$ cat src/rtl/matrix_seq_ctrl.sv
// matrix_seq_ctrl: serial-commanded switch-matrix driver with static patterns, walking-one scan and break-before-make dead time
module matrix_seq_ctrl #(
    parameter int          N_LINES     = 10,
    parameter int          DEAD_CYCLES = 4,
    parameter int          PRESC       = 100,
    parameter logic [11:0] DWELL_RST   = 12'd10
) (
    input  logic               clk,
    input  logic               rst,
    input  logic               RPI_IO1,
    input  logic               RPI_IO2,
    input  logic               RPI_IO3,
    output logic [N_LINES-1:0] matrix_out,
    output logic               scan_active,
    output logic               frame_err
);
    localparam int DW = $clog2(DEAD_CYCLES + 1);
    localparam int PW = $clog2(PRESC + 1);

    typedef enum logic [1:0] {IDLE, DEAD, SCAN_DWELL, SCAN_DEAD} state_t;

    logic [1:0]         io1_sync_q, io1_sync_d, io2_sync_q, io2_sync_d, io3_sync_q, io3_sync_d;
    logic               io1_prev_q, io1_prev_d, io3_prev_q, io3_prev_d;
    logic [4:0]         bits_q, bits_d;
    logic [15:0]        shift_q, shift_d;
    logic               commit_q, commit_d, err_q, err_d;
    logic               io1_rise, io3_rise, io3_fall, shift_en;
    state_t             state_q, state_d;
    logic [N_LINES-1:0] pat_q, pat_d, target_q, target_d, payload_pat;
    logic [11:0]        dwell_q, dwell_d, run_dwell_q, run_dwell_d, tick_q, tick_d;
    logic [DW-1:0]      dead_q, dead_d;
    logic [PW-1:0]      presc_q, presc_d;
    logic [3:0]         line_q, line_d;

    assign matrix_out  = pat_q;
    assign scan_active = (state_q == SCAN_DWELL) || (state_q == SCAN_DEAD);
    assign frame_err   = err_q;

    always_comb begin
        io1_sync_d = {io1_sync_q[0], RPI_IO1};
        io2_sync_d = {io2_sync_q[0], RPI_IO2};
        io3_sync_d = {io3_sync_q[0], RPI_IO3};
        io1_prev_d = io1_sync_q[1];
        io3_prev_d = io3_sync_q[1];
        io1_rise   = io1_sync_q[1] & ~io1_prev_q;
        io3_rise   = io3_sync_q[1] & ~io3_prev_q;
        io3_fall   = ~io3_sync_q[1] & io3_prev_q;
        shift_en   = io1_rise & ~io3_sync_q[1];
        shift_d    = shift_en ? {shift_q[14:0], io2_sync_q[1]} : shift_q;
        // saturating at 17 keeps over-long frames distinguishable from exact 16-bit ones
        bits_d     = io3_fall ? 5'd0 : !shift_en ? bits_q : (bits_q == 5'd17) ? bits_q : bits_q + 5'd1;
        commit_d   = io3_rise && (bits_q == 5'd16);
        err_d      = io3_rise && (bits_q != 5'd0) && (bits_q != 5'd16);
    end

    always_comb begin
        state_d     = state_q;
        pat_d       = pat_q;
        target_d    = target_q;
        dwell_d     = dwell_q;
        run_dwell_d = run_dwell_q;
        tick_d      = tick_q;
        dead_d      = dead_q;
        presc_d     = presc_q;
        line_d      = line_q;
        payload_pat = shift_q[N_LINES-1:0];
        case (state_q)
            DEAD: begin
                if (dead_q == DW'(DEAD_CYCLES - 1)) begin
                    state_d = IDLE;
                    pat_d   = target_q;
                end else begin
                    dead_d = dead_q + DW'(1);
                end
            end
            SCAN_DEAD: begin
                if (dead_q == DW'(DEAD_CYCLES - 1)) begin
                    state_d     = SCAN_DWELL;
                    pat_d       = N_LINES'(1) << line_q;
                    presc_d     = '0;
                    tick_d      = '0;
                    run_dwell_d = dwell_q;
                end else begin
                    dead_d = dead_q + DW'(1);
                end
            end
            SCAN_DWELL: begin
                if (presc_q != PW'(PRESC - 1)) begin
                    presc_d = presc_q + PW'(1);
                end else begin
                    presc_d = '0;
                    if (tick_q != run_dwell_q - 12'd1) begin
                        tick_d = tick_q + 12'd1;
                    end else begin
                        state_d = SCAN_DEAD;
                        pat_d   = '0;
                        dead_d  = '0;
                        line_d  = (line_q == 4'(N_LINES - 1)) ? 4'd0 : line_q + 4'd1;
                    end
                end
            end
            default: ;
        endcase
        // a committed command overrides the normal sequencing step
        if (commit_q) begin
            case (shift_q[15:12])
                4'h1: begin
                    if (state_q != IDLE || (payload_pat != pat_q && pat_q != '0)) begin
                        state_d  = DEAD;
                        pat_d    = '0;
                        dead_d   = '0;
                        target_d = payload_pat;
                    end else begin
                        pat_d = payload_pat;
                    end
                end
                4'h2: dwell_d = (shift_q[11:0] == 12'd0) ? 12'd1 : shift_q[11:0];
                4'h3: begin
                    state_d = SCAN_DEAD;
                    line_d  = '0;
                    dead_d  = '0;
                    pat_d   = '0;
                end
                4'h4: begin
                    state_d = IDLE;
                    pat_d   = '0;
                end
                default: ;
            endcase
        end
    end

    always_ff @(posedge clk) begin
        if (rst) begin
            io1_sync_q  <= 2'b00;
            io2_sync_q  <= 2'b00;
            io3_sync_q  <= 2'b11;
            io1_prev_q  <= 1'b0;
            io3_prev_q  <= 1'b1;
            bits_q      <= '0;
            shift_q     <= '0;
            commit_q    <= 1'b0;
            err_q       <= 1'b0;
            state_q     <= IDLE;
            pat_q       <= '0;
            target_q    <= '0;
            dwell_q     <= DWELL_RST;
            run_dwell_q <= DWELL_RST;
            tick_q      <= '0;
            dead_q      <= '0;
            presc_q     <= '0;
            line_q      <= '0;
        end else begin
            io1_sync_q  <= io1_sync_d;
            io2_sync_q  <= io2_sync_d;
            io3_sync_q  <= io3_sync_d;
            io1_prev_q  <= io1_prev_d;
            io3_prev_q  <= io3_prev_d;
            bits_q      <= bits_d;
            shift_q     <= shift_d;
            commit_q    <= commit_d;
            err_q       <= err_d;
            state_q     <= state_d;
            pat_q       <= pat_d;
            target_q    <= target_d;
            dwell_q     <= dwell_d;
            run_dwell_q <= run_dwell_d;
            tick_q      <= tick_d;
            dead_q      <= dead_d;
            presc_q     <= presc_d;
            line_q      <= line_d;
        end
    end
endmodule

$ cat config.mk
export PLATFORM = sky130hd
export DESIGN_NAME = matrix_seq_ctrl
export DESIGN_NICKNAME = d
export VERILOG_FILES = /design/src/rtl/matrix_seq_ctrl.sv
export SDC_FILE = /design/constraint.sdc
export NUM_CORES = 1
export LEC_CHECK = 0
export CORE_ASPECT_RATIO = 1.25
export CORE_MARGIN = 2
export CORE_UTILIZATION = 60
export DETAILED_ROUTE_END_ITERATION = 10
export PLACE_DENSITY = 0.86
export SETUP_SLACK_MARGIN = 0.4
export SYNTH_ARGS = -nofsm -noshare
export SYNTH_HDL_FRONTEND = slang
export SYNTH_SLANG_ARGS = --single-unit
$ cat constraint.sdc
create_clock -name clk -period 3.65 [get_ports clk]
set_input_delay 1.095 -clock clk [delete_from_list [all_inputs] [get_ports clk]]
set_output_delay 1.095 -clock clk [all_outputs]
set_load 0.05 [all_outputs]
==> impl_metrics.yaml <==
global_route:
  grt_max_degree: 44
  grt_use_total_pct: 28.3
  grt_pass1_wl_mm: 21.7
  grt_overflow: 0
  grt_pass1_vias: 4685
  antenna_found_initial: 0
clock_tree:
  worstSkewPairLatency_ns: 0.38
  clock_path_buffers: 2
  cts_tree: "yes"
  cts.clk_slew.worst_paths_ns: 0.11
  htreeDepth: 3
  cts.sinks: 103
  root_buffer: "clkbuf_8"
  cts_buffers: 9
  postCtsHoldBufs: 0
  cts_setup_buffers: 0
  cts_resized: 0
critical_path:
  path_cells: "inv_1, ha_2, or3b_4, or3_1, o21ai_0, a211o_1, nand4_4, or4_1, a31oi_1"
  critPathTopFamily: "simple AND/OR/NAND/NOR gates"
  r2r.worst_path.cells: 9
  critPathMaxStageDelay_ns: 0.55
  path_buf_inv: 1
  crit_cells: 9
  crit_required_ns: 3.96
  cp_max_fo: 15
  setup.worst_path.start_class: "flop"
  rrSetupSlack_ns: 0.61
  cp-end-kind: "flop"
  critPathKind: "reg -> reg"
  reg2reg_to: "line_q[3]"
  r2r_start: "run_dwell_q[0]"
  critical-path-slowest-cell: "or4_1"
  arrival_ns: 3.35
sta:
  fin_hold_ws_ns: 0.423
  timing.final.crit_share_pct: 83.2
  period_needed_ns: 3.04
  skew_ns: 0.0109
  tightestPinTransition_ns: 0.808
  fmax_mhz: 329
  finalHoldViolations: 0
  tns_ns: 0
  slew_violations: 0
  max-slew-margin-rel_pct: 46.0
  grt_setup_unrepaired: "no"
  setup_viol: 0
final_layout:
  drive_gt1_share_pct: 6.42
  final_common_cell: "dfxtp_1"
  mostFrequentLayoutCells: "103 x dfxtp_1, 96 x nand2_1, 66 x nor2_1"
  num_antenna_cells: 0
  layout.nets: 694
  final_util_pct: 66.6
  syn_to_final_growth_pct: 7.67
synthesis:
  synthFlopType: "dfxtp_1"
  avgSynthCellArea_um2: 7.79
  ys_seq_elements: 103
  yosys-top-cells-area: "dfxtp_1 38%, nand2_1 6.7%, a21oi_1 6.0%, nor2_1 4.7%, o21ai_0 3.8%"
  syn_area_um2: 5380
  yosysWarnings: 0
  ys_types: 62
  syn_inst: 691
  synth_top_cell_by_area: "dfxtp_1"
  synth_edf_count: 0
  synth_top_area_share_pct: 38.3
  ys_async_sr_fraction_pct: 0
  synthesis.nets: 705
  ys_seq_area_share_pct: 38.3
detailed_routing:
  ant_nets: 0
  drt-initial-drc-count: 444
  drt_first_pass_iters: 7
  viasPerCell: 6.17
  route.detailed.drc: 0
  wl_per_cell_um: 16.1
  wl_mm: 13.0
  vias: 4967
die:
  die_area_um2: 9740
  rows: 38
  die_h_um: 110
  die_width_um: 88.7
  io_pins: 17
  start_util_pct: 61.8
  core_area_um2: 8700
power_and_ir_drop:
  p_per_area_nw_per_um2: 328
  ir_drop_v: 0.000296
  leakage_nw: 1.90
  p_total_mw: 1.90
worst_hold_path:
  hold_depth: 1
  hold_class: "reg -> reg"
  hold_start: "io3_sync_q[0]"
  holdPathEnd: "io3_sync_q[1]"
flow_run:
  max_cap_violations: 0
place:
  gp_congestion: 0.961
  dp_hpwl_mm: 9.33
  io_buffer_count: 16
run_status:
  run_status: "finished clean"
## state kept, by name (all words and copies together), names as in the netlist, 2 cells and up
register	flops
bits_q	5
dead_q	3
dwell_q	12
io1_sync_q	2
io2_sync_q	2
io3_sync_q	2
line_q	4
matrix_out	10
presc_q	7
run_dwell_q	12
shift_q	16
state_q	2
target_q	10
tick_q	12
## logic make-up after synthesis
logic type | count (synthesis) | synth area share (%)
muxes | 16 | 2.98
xor gates and xnor gates | 25 | 4.07
AOI/OAI and AO/OA | 175 | 20.3
adders and majority gates | 9 | 2.09
buffers and inverters | 73 | 5.44
and+or+nand+nor | 290 | 26.8
DFF | 103 | 38.3
## area by class of cell
type	instances	area, µm²
Multi-Input combinational cell	515	3040
Fill cell	736	2910
Sequential cell	103	2060
Timing Repair Buffer	27	238
Tap cell	120	150
Clock buffer	9	124
Clock inverter	7	90.1
Inverter	24	90.1
## worst max path at each step
stage / from / end / slack, ns
2_1_floorplan: run_dwell_q[0] / line_q[3] / 0.94
3_3_place_gp: run_dwell_q[0] / line_q[3] / 0.64
3_5_place_dp: run_dwell_q[0] / line_q[3] / 0.54
4_1_cts: run_dwell_q[0] / line_q[3] / 0.51
5_1_grt: run_dwell_q[0] / line_q[3] / 0.41
6_report: run_dwell_q[0] / line_q[3] / 0.61
## metrics by stage
stage | worst slack, ns | cell area, µm² | instances
2_1_floorplan | 0.944 | 5380 | 691
3_3_place_gp | 0.635 | 5570 | 789
3_5_place_dp | 0.538 | 5570 | 789
4_1_cts | 0.511 | 5780 | 805
5_1_grt | 0.406 | 5790 | 805
6_report | 0.614 | 5790 | 805
## power breakdown
part           leakage, nW  switching (mW)  internal (mW)
Combinational        0.970          0.0264         0.0118
Clock                0.101           0.459          0.274
Sequential           0.831         0.00204           1.13
## metal layers
metal | vias to the layer above | share of wire (%) | track usage (%)
li1 | 2427 | - | -
met1 | 2327 | 42 | 34.6
met2 | 169 | 48 | 46.2
met3 | 44 | 5.4 | 5.11
met4 | 0 | 4.7 | 16.6
met5 | - | 0 | 0
## synth_stat cells (5+ instances only)
library cell    n
a31oi_1         9
o211ai_1        9
nand3_1        19
dfxtp_1       103
buf_1           5
nand2_1        96
ha_1            9
mux2i_1        16
inv_1          23
nor3_1         10
xnor2_1        20
o41ai_1         5
nor4_1          5
nand4_1        12
a21oi_1        64
o221ai_1        5
nand2b_1       12
or3_1          10
nor2_1         67
o31ai_1         6
and3_1          8
xor2_1          5
or4_1           9
nor2b_1        16
o21ai_0        41
clkbuf_1       39
Note: power is estimated with default switching activity, not from simulation.
